--- config.mk ---
export PLATFORM = sky130hd
export DESIGN_NAME = arbitro_compuerta
export DESIGN_NICKNAME = d
export VERILOG_FILES = /design/src/rtl/arbitro_pkg.sv /design/src/rtl/hello_world.sv /design/src/rtl/arbitro_compuerta.sv
export SDC_FILE = /design/constraint.sdc
export NUM_CORES = 1
export LEC_CHECK = 0
export CAP_MARGIN = 20
export CORE_ASPECT_RATIO = 0.8
export CORE_MARGIN = 5
export CORE_UTILIZATION = 30
export CTS_BUF_LIST = sky130_fd_sc_hd__clkbuf_4
export DETAILED_ROUTE_END_ITERATION = 6
export GPL_TIMING_DRIVEN = 0
export PLACE_DENSITY_LB_ADDON = 0.25
export SETUP_SLACK_MARGIN = 0.5
export SKIP_LAST_GASP = 1
export SYNTH_ARGS = -nofsm -noshare
export SYNTH_HDL_FRONTEND = slang
export SYNTH_SLANG_ARGS = --single-unit
--- constraint.sdc ---
create_clock -name clk -period 3.8 [get_ports clk]
set_clock_uncertainty 0.05 [all_clocks]
set_input_delay 0.76 -clock clk [delete_from_list [all_inputs] [get_ports clk]]
set_output_delay 0.76 -clock clk [all_outputs]
set_load 0.05 [all_outputs]
--- src/rtl/arbitro_pkg.sv ---
// Shared definitions for the two-requester arbiter around the hello_world gate:
// FSM encoding and requester indices.
package arbitro_pkg;

  typedef enum logic [1:0] {
    LIBRE    = 2'd0,
    EVALUA   = 2'd1,
    RESPONDE = 2'd2
  } estado_t;

  localparam logic REQ_0 = 1'b0;
  localparam logic REQ_1 = 1'b1;

  // The other requester; round-robin hands priority to it after each service.
  function automatic logic otro(input logic k);
    return ~k;
  endfunction

endpackage

--- src/rtl/hello_world.sv ---
// The shared combinational gate: F = (A | B) & B.
module hello_world (
  input  logic A,
  input  logic B,
  output logic F
);

  assign F = (A | B) & B;

endmodule

--- src/rtl/arbitro_compuerta.sv ---
// Round-robin arbiter sharing one hello_world gate between two valid/ready requesters,
// with registered operands/result and a per-requester served-transaction counter.
module arbitro_compuerta
  import arbitro_pkg::*;
#(
  parameter int ANCHO_CONTADOR = 8
) (
  input  logic                      clk,
  input  logic                      rst,
  input  logic                      sol_valida_0,
  input  logic                      sol_valida_1,
  input  logic                      sol_A_0,
  input  logic                      sol_B_0,
  input  logic                      sol_A_1,
  input  logic                      sol_B_1,
  output logic                      sol_lista_0,
  output logic                      sol_lista_1,
  output logic                      resp_valida_0,
  output logic                      resp_valida_1,
  output logic                      resp_F_0,
  output logic                      resp_F_1,
  input  logic                      resp_lista_0,
  input  logic                      resp_lista_1,
  output logic [ANCHO_CONTADOR-1:0] servidas_0,
  output logic [ANCHO_CONTADOR-1:0] servidas_1
);

  estado_t                   estado_q, estado_d;
  logic                      prioridad_q, prioridad_d;
  logic                      concedido_q, concedido_d;
  logic                      op_a_q, op_a_d;
  logic                      op_b_q, op_b_d;
  logic                      resultado_q, resultado_d;
  logic [ANCHO_CONTADOR-1:0] servidas_0_q, servidas_0_d;
  logic [ANCHO_CONTADOR-1:0] servidas_1_q, servidas_1_d;

  logic puerta_f;
  logic hay_sol;
  logic ganador;
  logic resp_lista_sel;

  hello_world u_puerta (
    .A (op_a_q),
    .B (op_b_q),
    .F (puerta_f)
  );

  // Ties go to the priority register; a lone request wins outright.
  always_comb begin
    hay_sol = sol_valida_0 | sol_valida_1;
    if (sol_valida_0 && sol_valida_1) begin
      ganador = prioridad_q;
    end else if (sol_valida_1) begin
      ganador = REQ_1;
    end else begin
      ganador = REQ_0;
    end
    resp_lista_sel = (concedido_q == REQ_1) ? resp_lista_1 : resp_lista_0;
  end

  always_comb begin
    estado_d      = estado_q;
    prioridad_d   = prioridad_q;
    concedido_d   = concedido_q;
    op_a_d        = op_a_q;
    op_b_d        = op_b_q;
    resultado_d   = resultado_q;
    servidas_0_d  = servidas_0_q;
    servidas_1_d  = servidas_1_q;
    sol_lista_0   = 1'b0;
    sol_lista_1   = 1'b0;
    resp_valida_0 = 1'b0;
    resp_valida_1 = 1'b0;
    resp_F_0      = 1'b0;
    resp_F_1      = 1'b0;

    case (estado_q)
      LIBRE: begin
        if (hay_sol) begin
          sol_lista_0 = (ganador == REQ_0);
          sol_lista_1 = (ganador == REQ_1);
          op_a_d      = (ganador == REQ_1) ? sol_A_1 : sol_A_0;
          op_b_d      = (ganador == REQ_1) ? sol_B_1 : sol_B_0;
          concedido_d = ganador;
          estado_d    = EVALUA;
        end
      end

      EVALUA: begin
        resultado_d = puerta_f;
        estado_d    = RESPONDE;
      end

      RESPONDE: begin
        resp_valida_0 = (concedido_q == REQ_0);
        resp_valida_1 = (concedido_q == REQ_1);
        resp_F_0      = (concedido_q == REQ_0) & resultado_q;
        resp_F_1      = (concedido_q == REQ_1) & resultado_q;
        if (resp_lista_sel) begin
          // Counters wrap silently at 2^ANCHO_CONTADOR.
          if (concedido_q == REQ_1) begin
            servidas_1_d = servidas_1_q + ANCHO_CONTADOR'(1);
          end else begin
            servidas_0_d = servidas_0_q + ANCHO_CONTADOR'(1);
          end
          prioridad_d = otro(concedido_q);
          estado_d    = LIBRE;
        end
      end

      default: begin
        estado_d = LIBRE;
      end
    endcase
  end

  always_ff @(posedge clk) begin
    if (rst) begin
      estado_q     <= LIBRE;
      prioridad_q  <= REQ_0;
      concedido_q  <= REQ_0;
      op_a_q       <= 1'b0;
      op_b_q       <= 1'b0;
      resultado_q  <= 1'b0;
      servidas_0_q <= '0;
      servidas_1_q <= '0;
    end else begin
      estado_q     <= estado_d;
      prioridad_q  <= prioridad_d;
      concedido_q  <= concedido_d;
      op_a_q       <= op_a_d;
      op_b_q       <= op_b_d;
      resultado_q  <= resultado_d;
      servidas_0_q <= servidas_0_d;
      servidas_1_q <= servidas_1_d;
    end
  end

  assign servidas_0 = servidas_0_q;
  assign servidas_1 = servidas_1_q;

endmodule

======== After elaboration in Yosys (flattened, before gate mapping) ========
Cells that the tools add are included.
storage, ports and cells
  bits in latches ......................... 0
  bits in writable memories ............... 0
  register bits ........................... 23
  ROM bits ................................ 0
  memories ................................ 0
cells by class
  div/mod/pow operators ................... 0
  $mul .................................... 0
  shift-type cells ........................ 0
  eq/ne operators ......................... 4
  add/subtract/negate cells ............... 2
  magnitude comparators ................... 0
  bitwise logic cells ..................... 7
  muxes and demuxes ....................... 16
  reduce and logical (&&, ||, !) cells .... 7
operator list
  kind                                                                   count
  8-bit by 1-bit adder with 8-bit output, second input constant          2
  1-bit 2-to-1 mux                                                       13
  2-bit one-hot mux with 3 select lines                                  1
  2-bit AND reduction                                                    3
  3-bit AND reduction                                                    2
  2-bit 2-to-1 mux                                                       2
  2-bit inequality test, second input constant                           2
  1-bit AND                                                              3
  2-bit by 1-bit equality test with 1-bit output, second input constant  1
  2-bit equality test, second input constant                             1
  2-bit logical NOT                                                      1
  1-bit inverter                                                         2
  1-bit bitwise OR                                                       2
  1-bit logical AND                                                      1

======== Longest topological paths before layout ========
Gate-level depths: netlist of run 1.
  depth in word-level cells ............... 5
  depth in mapped cells ................... 4
  mapped depth without buffers ............ 4

======== Cells and area by module ========
A second synthesis of run 1 with hierarchy kept.
second synthesis, totals
  cells, all modules ...................... 127
  area total of the unflattened synthesis .. 1106.1 µm²
modules (own cells, without submodules)
  module             area each (µm²)  cells an instance  instances
  arbitro_compuerta  1102.3           126                1
  hello_world        3.8              1                  1

======== Worst setup path after synthesis of run 1 ========
Ideal clock, no wire load.
  path type ............................... input port to output port
  from .................................... in sol_valida_0
  to ...................................... out sol_lista_0
  required time ........................... 2.990 ns
  arrival ................................. 1.986 ns
  slack ................................... 1.004 ns
  cell stages on the path ................. 2
  cell sequence ........................... inv_1 > a211oi_1
between the ends
  word-level cells in the longest chain between the ends .. 5
RTL lines
  element               line                     RTL
  start: declaration    arbitro_compuerta.sv:10  input logic sol_valida_0,
  1-bit logical AND     arbitro_compuerta.sv:51  if (sol_valida_0 && sol_valida_1) begin
  1-bit 2-to-1 mux      arbitro_compuerta.sv:51
  1-bit inverter        arbitro_compuerta.sv:80  sol_lista_0 = (ganador == REQ_0);
  1-bit 2-to-1 mux (*)  arbitro_compuerta.sv:79  if (hay_sol) begin
  1-bit 2-to-1 mux (*)  arbitro_compuerta.sv:77  case (estado_q)
  end: declaration      arbitro_compuerta.sv:16  output logic sol_lista_0,
Every way passes the cells marked *; elsewhere a longest branch is shown, timed or not.

======== Worst setup path after layout of run 1 ========
  from .................................... in sol_valida_1
  to ...................................... out sol_lista_1
between the ends
  word-level cells in the longest chain between the ends .. 4
RTL lines
  element                                                       line                                              RTL
  start: declaration                                            arbitro_compuerta.sv:11                           input logic sol_valida_1,
  1-bit 2-to-1 mux / 1-bit logical AND (equally long branches)  arbitro_compuerta.sv:53, arbitro_compuerta.sv:51
  1-bit 2-to-1 mux                                              arbitro_compuerta.sv:51
  1-bit 2-to-1 mux (*)                                          arbitro_compuerta.sv:79
  1-bit 2-to-1 mux (*)                                          arbitro_compuerta.sv:77
  end: declaration                                              arbitro_compuerta.sv:17                           output logic sol_lista_1,
Marks and branches as above.

==> summary.md, run 1 <==
| Metric | Value |
|---|---|
| Nets | 169 |
| Reg2reg path depth | 4 |
| Max FO, Critical Path | 5 |
| Largest net degree at the start of global routing | 13 |
| Crit path cell chain | clkdlybuf4s50_1, inv_1, or3_1, inv_1, dlygate4sd2_1 |
| # setup viols final | 0 |
| Syn nets | 135 |
| Met3 wire len | 156 um |
| CTS tree | done |
| Vias in the first global route | 1057 |
| Internal | 301.0 uW |
| Number of antenna diodes | 0 |
| Initial core utilization | 0.3114 |
| Total Routing Usage GR | 0.1140 |
| Worst setup margin | 0.6440 ns |
| Switching Share | 0.2746 |
| Die ar. | 0.004882 mm^2 |
| Max Cap Viol | 0 |
| Routed Antenna Nets | 0 |
| Root buffer selected by CTS | clkbuf_4 |
| Reg area | 440.4 um^2 |
| Critical Path Max Stage Delay | 0.53 ns |
| Final WL | 2666 um |
| Buf/Inv on CP | 4 |
| Final GP Congestion | 0.6985 |
| First-pass GRT wire length | 4602 um |
| Yosys reg bits | 22 |
| Critical path required time | 2.99 ns |
| Share of layout cells above drive strength 1 | 0.07692 |
| Top cells by area, synth | dfxtp_1, a21oi_1, o31ai_1, or4_1, nor2_1 |
| Hold buffer count at cts | 0 |
| Slowest cell on crit path | clkdlybuf4s50_1 |
| Most frequent cell after synthesis | dfxtp_1 |
| Asr flop ratio synth | 0 |
| M1 wire length | 1214 um |
| Routed length per instance | 13.46 um |
| Max VDD drop | 104.2 uV |
| Initial antenna violation count | 0 |
| Synth area leader | dfxtp_1 |
| Syn Std Cell Area | 0.001074 mm^2 |
| Most numerous cell on the critical path | inv_1 |
| CP Depth | 5 |
| Cell area power density | 287.4 mW/mm^2 |
| DR top layer | met4 |
| Die Wd | 76.88 um |
| Tot Pwr | 415.0 uW |
| Ys flop type | dfxtp_1 |
| DRT Pass-1 Iters | 5 |
| Seq/Total Area, Yosys | 0.4103 |
| Final period util | 0.8305 |
| Clock power frac | 0.268 |
| Worst Setup End Kind | primary output |
| DP Worst Slack | 0.3573 ns |
| Top cells by count, synth | dfxtp_1, a21oi_1, nor2_1 |
| Max-Slew Margin vs Limit | 0.6604 |
| H-tree levels | 1 |
| Psw | 114.0 uW |
| Tightest Pin Transition | 0.5078 ns |
| Sequential share of power | 0.588 |
| Avg Synthesized Cell Area | 8.728 um^2 |
| Longest Clk Path Bufs | 2 |
| Yosys warning count | 0 |
| Fill cells | 344 |
| Starting DRC count in detailed routing | 53 |
| Leakage power | 0.4944 nW |
| Input/output buffers | 29 |
| Synth unique cells | 32 |
| CTS sink cnt | 22 |
| Post-synth top area share | 0.4103 |
| Final Util | 0.4189 |
| Critical path launch point type | primary input |
| Highest clock rate | 0.3169 GHz |
| CP delay by family, top | buffers and inverters |
| Worst-Skew Late Latency | 0.31 ns |
| Final hold viol count | 0 |
| DP HPWL | 2019 um |
| Multi-input logic area | 579.3 um^2 |
| Worst Hold Depth | 2 |
| Status | finished clean |
| Cells after synthesis | 123 |
| Core Area | 0.003447 mm^2 |
| Minimum clock period | 3.156 ns |
| # IOs | 32 |
| Clk slew on worst S/H paths | 0.13 ns |
| Pins Over Slew Limit | 0 |
| Grt ovf | 0 |
| Comb power frac | 0.144 |
| Final TNS setup | 0 ns |
| Metal2 WL | 1231 um |
| Area Overhead vs Synth | 34.50% |
| Post-synth EDFFs | 0 |
| Data arrival, critical path | 2.35 ns |
| Drt drc | 0 |
| CP Class | primary input to primary output |
| Hold Path Class | flop to flop |
| RSZ-0062 raised after global routing | no |
| # rows | 19 |
| Via count | 1033 |
| Die Ht | 63.51 um |
| Vias/cell | 5.217 |
| CTS buffer count | 3 |
| WHS | 0.4521 ns |
-- stage by stage --
stage | cells | cell area [um^2]
finish | 198 | 1444
floorplan | 123 | 1074
global route | 198 | 1444
CTS | 198 | 1441
detailed placement | 194 | 1416
global placement | 194 | 1416
-- cell type report --
class | count | area share
Inverter | 8 | 0.02080
Sequential cell | 22 | 0.3050
Timing Repair Buffer | 29 | 0.2019
Buffer | 4 | 0.01646
Clock inverter | 1 | 0.002600
Multi-Input combinational cell | 89 | 0.4012
Clock buffer | 3 | 0.01560
Tap cell | 42 | 0.03640
-- worst min-delay path, delay by kind of cell, from the launching register on --
kind	cells	cell delay (ns)
flops	1	0.34
compound gates	2	0.13
-- cell families after synthesis --
family	Yosys count	share of synthesized area
mux	4	0.03846
flops	22	0.4103
xor+xnor	2	0.01632
buf+inv	12	0.05012
compound gates	32	0.1760
simple gates	49	0.2855
fa+ha+maj	2	0.02331
-- state kept, by name, summed over array words and instances, names as in the netlist --
signal,cells
op_b_q,1
resultado_q,1
concedido_q,1
servidas_1,8
prioridad_q,1
servidas_0,8
estado_q,2
-- power groups by stage --
stage / clock network (mW) / logic [mW] / registers (mW)
global route: 0.119 / 0.0650 / 0.245
detailed placement: 0 / 0.0610 / 0.249
floorplan: 0 / 0.0370 / 0.249
global placement: 0 / 0.0598 / 0.249
finish: 0.111 / 0.0598 / 0.244
CTS: 0.117 / 0.0606 / 0.244
-- worst paths after layout --
kind / startpoint / to / slack, ns
hold / removal: servidas_0[7] / servidas_0[7] / 0.45
setup / recovery: sol_valida_1 / sol_lista_1 / 0.64
setup reg to reg: estado_q[1] / servidas_1[7] / 2.03
hold reg to reg: servidas_0[7] / servidas_0[7] / 0.45
-- timing repair --
action,in CTS,in global routing
endpoints found under the hold margin,0,0
setup buffers,0,0
resized for setup,1,1
endpoints found under the setup margin,1,1
-- routing by layer --
layer	up-vias	GRT usage
met1	473	0.1355
met3	8	0.02279
met2	36	0.1928
met4	0	0.05895
met5	-	0
li1	516	-
-- cells in the final DEF, fill, tap and decap left out --
cell and count:
inv_1 8, or2_2 2, xor2_1 1, buf_2 1, dfxtp_1 22, clkinv_1 1, nor2b_1 3, o31ai_1 8
o21ai_0 5, nand4_1 2, clkdlybuf4s50_1 27, clkbuf_4 3, and4bb_2 1, and3_2 1, nand3_1 3, nand4bb_4 1
buf_6 1, nor3_1 1, mux2i_1 3, nor2_1 11, and2_1 1, or3_1 4, dlygate4sd2_1 1, and2b_1 2
dlymetal6s2s_1 1, xnor2_1 1, o211ai_1 1, mux2_2 1, or4_1 8, nand4b_1 1, nand2_1 7, nor4_2 1
a311oi_1 1, a21oi_1 16, a211oi_1 1, ha_1 2, clkbuf_1 2
(Power assumes the default switching activity.)
==> run 2, diff against run 1 <==
Clock period 3.8 ns to 2.6 ns, I/O delays scaled along.
==> run 2 against run 1 <==
First-iteration DRC count grew 25%. Non-clock buffer count rose by 4. Flip-flop and latch count unchanged. Via count fell by 0.58%. Register-to-register slack lost 1.3 ns. Power rose by 72%. Global-route usage is 0.58 points lower. Critical path depth unchanged. Critical path type unchanged. Clock-buffer cell count did not move.
==> summary.md, run 2 (synthesis results as in run 1) <==
| Metric | Value |
|---|---|
| Reg2reg path depth | 6 |
| Worst Hold Depth | 2 |
| Max FO, Critical Path | 4 |
| Pins Over Slew Limit | 0 |
| Final GP Congestion | 0.7587 |
| Highest clock rate | 0.4745 GHz |
| CTS sink cnt | 22 |
| Core Area | 0.003447 mm^2 |
| Psw | 166.8 uW |
| Final period util | 0.8106 |
| Max-Slew Margin vs Limit | 0.6557 |
| Critical path required time | 2.03 ns |
| Routed Antenna Nets | 0 |
| Data arrival, critical path | 1.54 ns |
| Critical path launch point type | primary input |
| Comb power frac | 0.138 |
| CP Class | primary input to primary output |
| Switching Share | 0.2340 |
| Cell Count, Final, Fillers Out | 202 |
| Tightest Pin Transition | 0.5156 ns |
| Vias/cell | 5.084 |
| # rows | 19 |
| Initial core utilization | 0.3114 |
| First-pass GRT wire length | 4416 um |
| Grt ovf | 0 |
| Root buffer selected by CTS | clkbuf_4 |
| Max VDD drop | 364.1 uV |
| Longest Clk Path Bufs | 2 |
| Internal | 546.0 uW |
| Input/output buffers | 29 |
| Sequential share of power | 0.499 |
| Area Overhead vs Synth | 38.81% |
| Final hold viol count | 0 |
| Status | finished clean |
| Routed length per instance | 12.76 um |
| DRT Pass-1 Iters | 4 |
| # IOs | 32 |
| CTS tree | done |
| RSZ-0062 raised after global routing | yes |
| Most frequent cells in the layout | dfxtp_1, a21oi_1, dlygate4sd2_1, nor2_1 |
| H-tree levels | 1 |
| Number of antenna diodes | 0 |
| Worst-Skew Late Latency | 0.31 ns |
| Final instance area | 0.001490 mm^2 |
| Clock power frac | 0.364 |
| Die ar. | 0.004882 mm^2 |
| Die Wd | 76.88 um |
| Drt drc | 0 |
| DP HPWL | 1877 um |
| Vias in the first global route | 993 |
| Hold Path Class | flop to flop |
| DP Cell Count | 194 |
| Placement Cell Area | 0.001423 mm^2 |
| Cell area power density | 478.3 mW/mm^2 |
| Hold buffer count at cts | 0 |
| Final WL | 2577 um |
| Initial antenna violation count | 0 |
| Max Cap Viol | 0 |
| Die Ht | 63.51 um |
| Via count | 1027 |
| Minimum clock period | 2.108 ns |
| Starting DRC count in detailed routing | 66 |
| Commonest non-fill, non-tap cell in the layout | dfxtp_1 |
| Clk slew on worst S/H paths | 0.13 ns |
| # setup viols final | 0 |
| Worst Setup End Kind | primary output |
| Crit path cell chain | dlygate4sd2_1, nor2b_2, or3_4, inv_2, buf_6 |
| Share of layout cells above drive strength 1 | 0.1875 |
| Leakage power | 0.6468 nW |
| Largest net degree at the start of global routing | 14 |
| Nets | 173 |
| Total Routing Usage GR | 0.1082 |
| Slowest cell on crit path | or3_4 |
| CTS buffer count | 3 |
| Critical Path Max Stage Delay | 0.40 ns |
## run 2: area by class of cell
cell class,instances,area [um^2]
buffer,4,23.77
clock buffer,3,22.52
clock inverter,1,30.03
fill,348,1957
inverter,8,30.03
multi-input combinational,89,595.6
sequential,22,447.9
tap,42,52.55
timing repair buffer,33,287.8
## run 2: what timing repair did
item | CTS | global route
gates cloned | 0 | 0
setup buffers | 2 | 2
pin swaps | 1 | 0
gates resized for setup | 42 | 15
endpoints found under the setup margin | 19 | 8
## run 2: routing by layer
layer | vias to the layer above | global-route usage | wire, um
li1 | 524 | - | -
met1 | 478 | 0.1275 | 1207
met2 | 23 | 0.1896 | 1247
met3 | 2 | 0.03419 | 108
met4 | 0 | 0.02620 | 12
met5 | - | 0 | 0
## run 2: through the flow
stage / total power, mW / util / setup TNS, ns / worst slack [ns] / hold WS (ns)
6_report: 0.7127 / 0.4323 / 0 / 0.4925 / 0.4511
5_1_grt: 0.7471 / 0.4323 / 0 / 0.4460 / 0.4758
4_1_cts: 0.7172 / 0.4261 / 0 / 0.4022 / 0.4495
3_5_place_dp: 0.4540 / 0.4127 / -0.4433 / -0.3720 / 0.4290
3_3_place_gp: 0.4518 / 0.4127 / -0.4246 / -0.3477 / 0.4169
2_1_floorplan: 0.4194 / - / 0 / 0.5892 / 0.4146
## run 2: final timing paths
kind / slack (ns) / end / startpoint
worst max-delay path: 0.49 / sol_lista_1 / sol_valida_0
worst max register to register: 0.71 / servidas_1[7] / estado_q[0]
worst min-delay path: 0.45 / servidas_0[1] / servidas_0[1]
worst min register to register: 0.45 / servidas_0[1] / servidas_0[1]
## run 2: power groups by stage
stage	combinational (mW)	clock (mW)	sequential, mW
3_3_place_gp	0.0879	0	0.364
5_1_grt	0.106	0.283	0.358
3_5_place_dp	0.0889	0	0.365
6_report	0.0981	0.259	0.355
4_1_cts	0.0914	0.270	0.356
2_1_floorplan	0.0551	0	0.364
## run 2: worst max-delay path: cells and delay by family
kind | cells | cell delay [ns]
AND/OR/NAND/NOR | 2 | 0.56
buffers and inverters | 3 | 0.45
==> run 3, diff against run 2 <==
Clock period 2.6 ns to 1.85 ns, I/O delays scaled along.
==> run 3 against run 2 <==
The run now ends with setup timing left. Worst hold slack worse by 0.013 ns. Clock power is 44% higher. Via count is 9.9% higher. Combinational power is 100% higher. Power is 48% higher. Register-to-register slack worse by 0.57 ns. Flip-flop and latch count stayed put. Critical path depth is 1 lower. Critical endpoint unchanged. Largest power group unchanged.
==> summary.md, run 3 (synthesis results as in run 1) <==
| Metric | Value |
|---|---|
| Status | complete, but fails checks |
| Failing checks | setup timing |
| Hold endpoint | servidas_0[7] |
| RR Startpoint | estado_q[1] |
| Worst Hold Launch | servidas_0[7] |
| Placement Cell Area | 0.001535 mm^2 |
| Max FO, Critical Path | 2 |
| Slowest cell on crit path | dfxtp_4 |
| Highest clock rate | 0.5252 GHz |
| Worst Hold Depth | 2 |
| Final instance area | 0.001887 mm^2 |
| Grt ovf | 0 |
| Core Area | 0.003447 mm^2 |
| RSZ-0062 raised after global routing | yes |
| Leakage power | 0.6895 nW |
| Hold Path Class | flop to flop |
| DRT Pass-1 Iters | 4 |
| Drt drc | 0 |
| Reg2reg end | servidas_1[5] |
| Commonest non-fill, non-tap cell in the layout | buf_6 |
| Cell area power density | 558.9 mW/mm^2 |
| Routed length per instance | 14.63 um |
| Critical Path Max Stage Delay | 0.37 ns |
| Starting DRC count in detailed routing | 31 |
| Initial antenna violation count | 0 |
| Die ar. | 0.004882 mm^2 |
| # rows | 19 |
| Pins Over Slew Limit | 0 |
| Minimum clock period | 1.904 ns |
| Input/output buffers | 29 |
| Reg2reg path depth | 7 |
| Longest Clk Path Bufs | 2 |
| Tightest Pin Transition | 0.3086 ns |
| # setup viols final | 1 |
| DP Worst Slack | -0.8787 ns |
| Critical path required time | 1.43 ns |
| Final WL | 3161 um |
| Max-Slew Margin vs Limit | 0.7937 |
| H-tree levels | 1 |
| Worst setup margin | -0.05411 ns |
| Final period util | 1.029 |
| Vias/cell | 5.227 |
| DP HPWL | 2026 um |
| Total Routing Usage GR | 0.1278 |
| Final hold viol count | 0 |
| CTS sink cnt | 22 |
| CTS tree | done |
| Most frequent cells in the layout | buf_6, buf_4, dfxtp_4, nor2_1 |
| CP delay by family, top | simple AND/OR/NAND/NOR gates |
| Critical path launch point type | flop |
| Flop2flop setup slack | 0.14 ns |
| Initial core utilization | 0.3114 |
| Area Overhead vs Synth | 75.76% |
| First-pass GRT wire length | 5285 um |
| Worst Setup End Kind | primary output |
| Max Cap Viol | 0 |
| CTS buffer count | 3 |
| WHS | 0.4384 ns |
| Max VDD drop | 457.2 uV |
| Vias in the first global route | 1149 |
| Buf/Inv on CP | 2 |
| Die Wd | 76.88 um |
| Die Ht | 63.51 um |
| CP Class | flop to primary output |
| Largest net degree at the start of global routing | 14 |
| Final GP Congestion | 0.8247 |
| Number of antenna diodes | 0 |
| Root buffer selected by CTS | clkbuf_4 |
| Via count | 1129 |
| # IOs | 32 |
| Routed Antenna Nets | 0 |
| Worst-Skew Late Latency | 0.31 ns |
| Fill cells | 299 |
| CP Depth | 4 |
| Clk slew on worst S/H paths | 0.14 ns |
| Nets | 187 |
| Data arrival, critical path | 1.48 ns |
| Hold buffer count at cts | 0 |
| Share of layout cells above drive strength 1 | 0.6034 |
| Crit path cell chain | or2_4, or3_4, clkinvlp_4, buf_8 |
[run 3: cell types whose count changed in the layout (fill, tap and decap cells not counted), moves of 6 or more]
cell,before,now
or4_1,8,2
a21oi_2,0,8
dfxtp_2,0,6
dfxtp_4,2,13
buf_6,2,20
dfxtp_1,20,3
a21oi_1,16,8
or4_4,0,6
dlygate4sd2_1,15,2
buf_4,4,17
[run 3: where the power goes]
part,internal [mW],switching [mW],total [mW],leakage [nW]
Sequential,0.470,0.0131,0.484,0.191
Combinational,0.101,0.0964,0.197,0.470
Clock,0.219,0.155,0.374,0.0279
[run 3: final cells by class]
| cell class | instances | area (um^2) | share of cell area |
|---|---|---|---|
| Sequential cell | 22 | 496.7 | 0.2633 |
| Buffer | 4 | 32.53 | 0.01724 |
| Multi-Input combinational cell | 89 | 755.7 | 0.4005 |
| Clock buffer | 3 | 22.52 | 0.01194 |
| Clock inverter | 1 | 30.03 | 0.01592 |
| Tap cell | 42 | 52.55 | 0.02785 |
| Timing Repair Buffer | 47 | 462.9 | 0.2454 |
| Inverter | 8 | 33.78 | 0.01790 |
[run 3: worst max-delay path by stage]
stage	startpoint	to	slack, ns
after detailed placement	sol_valida_1	sol_lista_1	-0.88
after floorplan	estado_q[1]	sol_lista_1	0.27
after global routing	estado_q[1]	sol_lista_1	-0.1
final	estado_q[1]	sol_lista_1	-0.05
after CTS	prioridad_q	sol_lista_1	-0.07
after global placement	sol_valida_1	sol_lista_1	-0.87
[run 3: through the flow]
step	utilization	setup TNS [ns]	std cells	power (mW)
final	0.5474	-0.05411	216	1.055
after CTS	0.4987	-0.07216	212	1.050
after detailed placement	0.4454	-2.442	194	0.6380
after floorplan	-	0	123	0.5883
after global routing	0.5474	-0.1330	216	1.097
after global placement	0.4454	-2.239	194	0.6348
[run 3: timing repair]
| item | 4_1_cts | 5_1_grt |
|---|---|---|
| setup endpoints to repair | 37 | 40 |
| buffers inserted | 13 | 4 |
| pin swaps | 11 | 13 |
| gates cloned | 1 | 0 |
| gates resized for setup | 155 | 38 |
[run 3: metal layers]
layer | GRT usage | part of all wire
met5 | 0 | 0
met4 | 0.03275 | 0.014
met3 | 0.03134 | 0.049
met2 | 0.2193 | 0.50
met1 | 0.1589 | 0.44
[run 3: worst reg2reg max path, stage by stage (launching register included)]
cell      delay, ns
dfxtp_4        0.37
buf_4          0.11
buf_6          0.09
buf_6          0.09
nand4b_1       0.16
buf_4          0.20
or4_4          0.48
a21oi_2        0.12
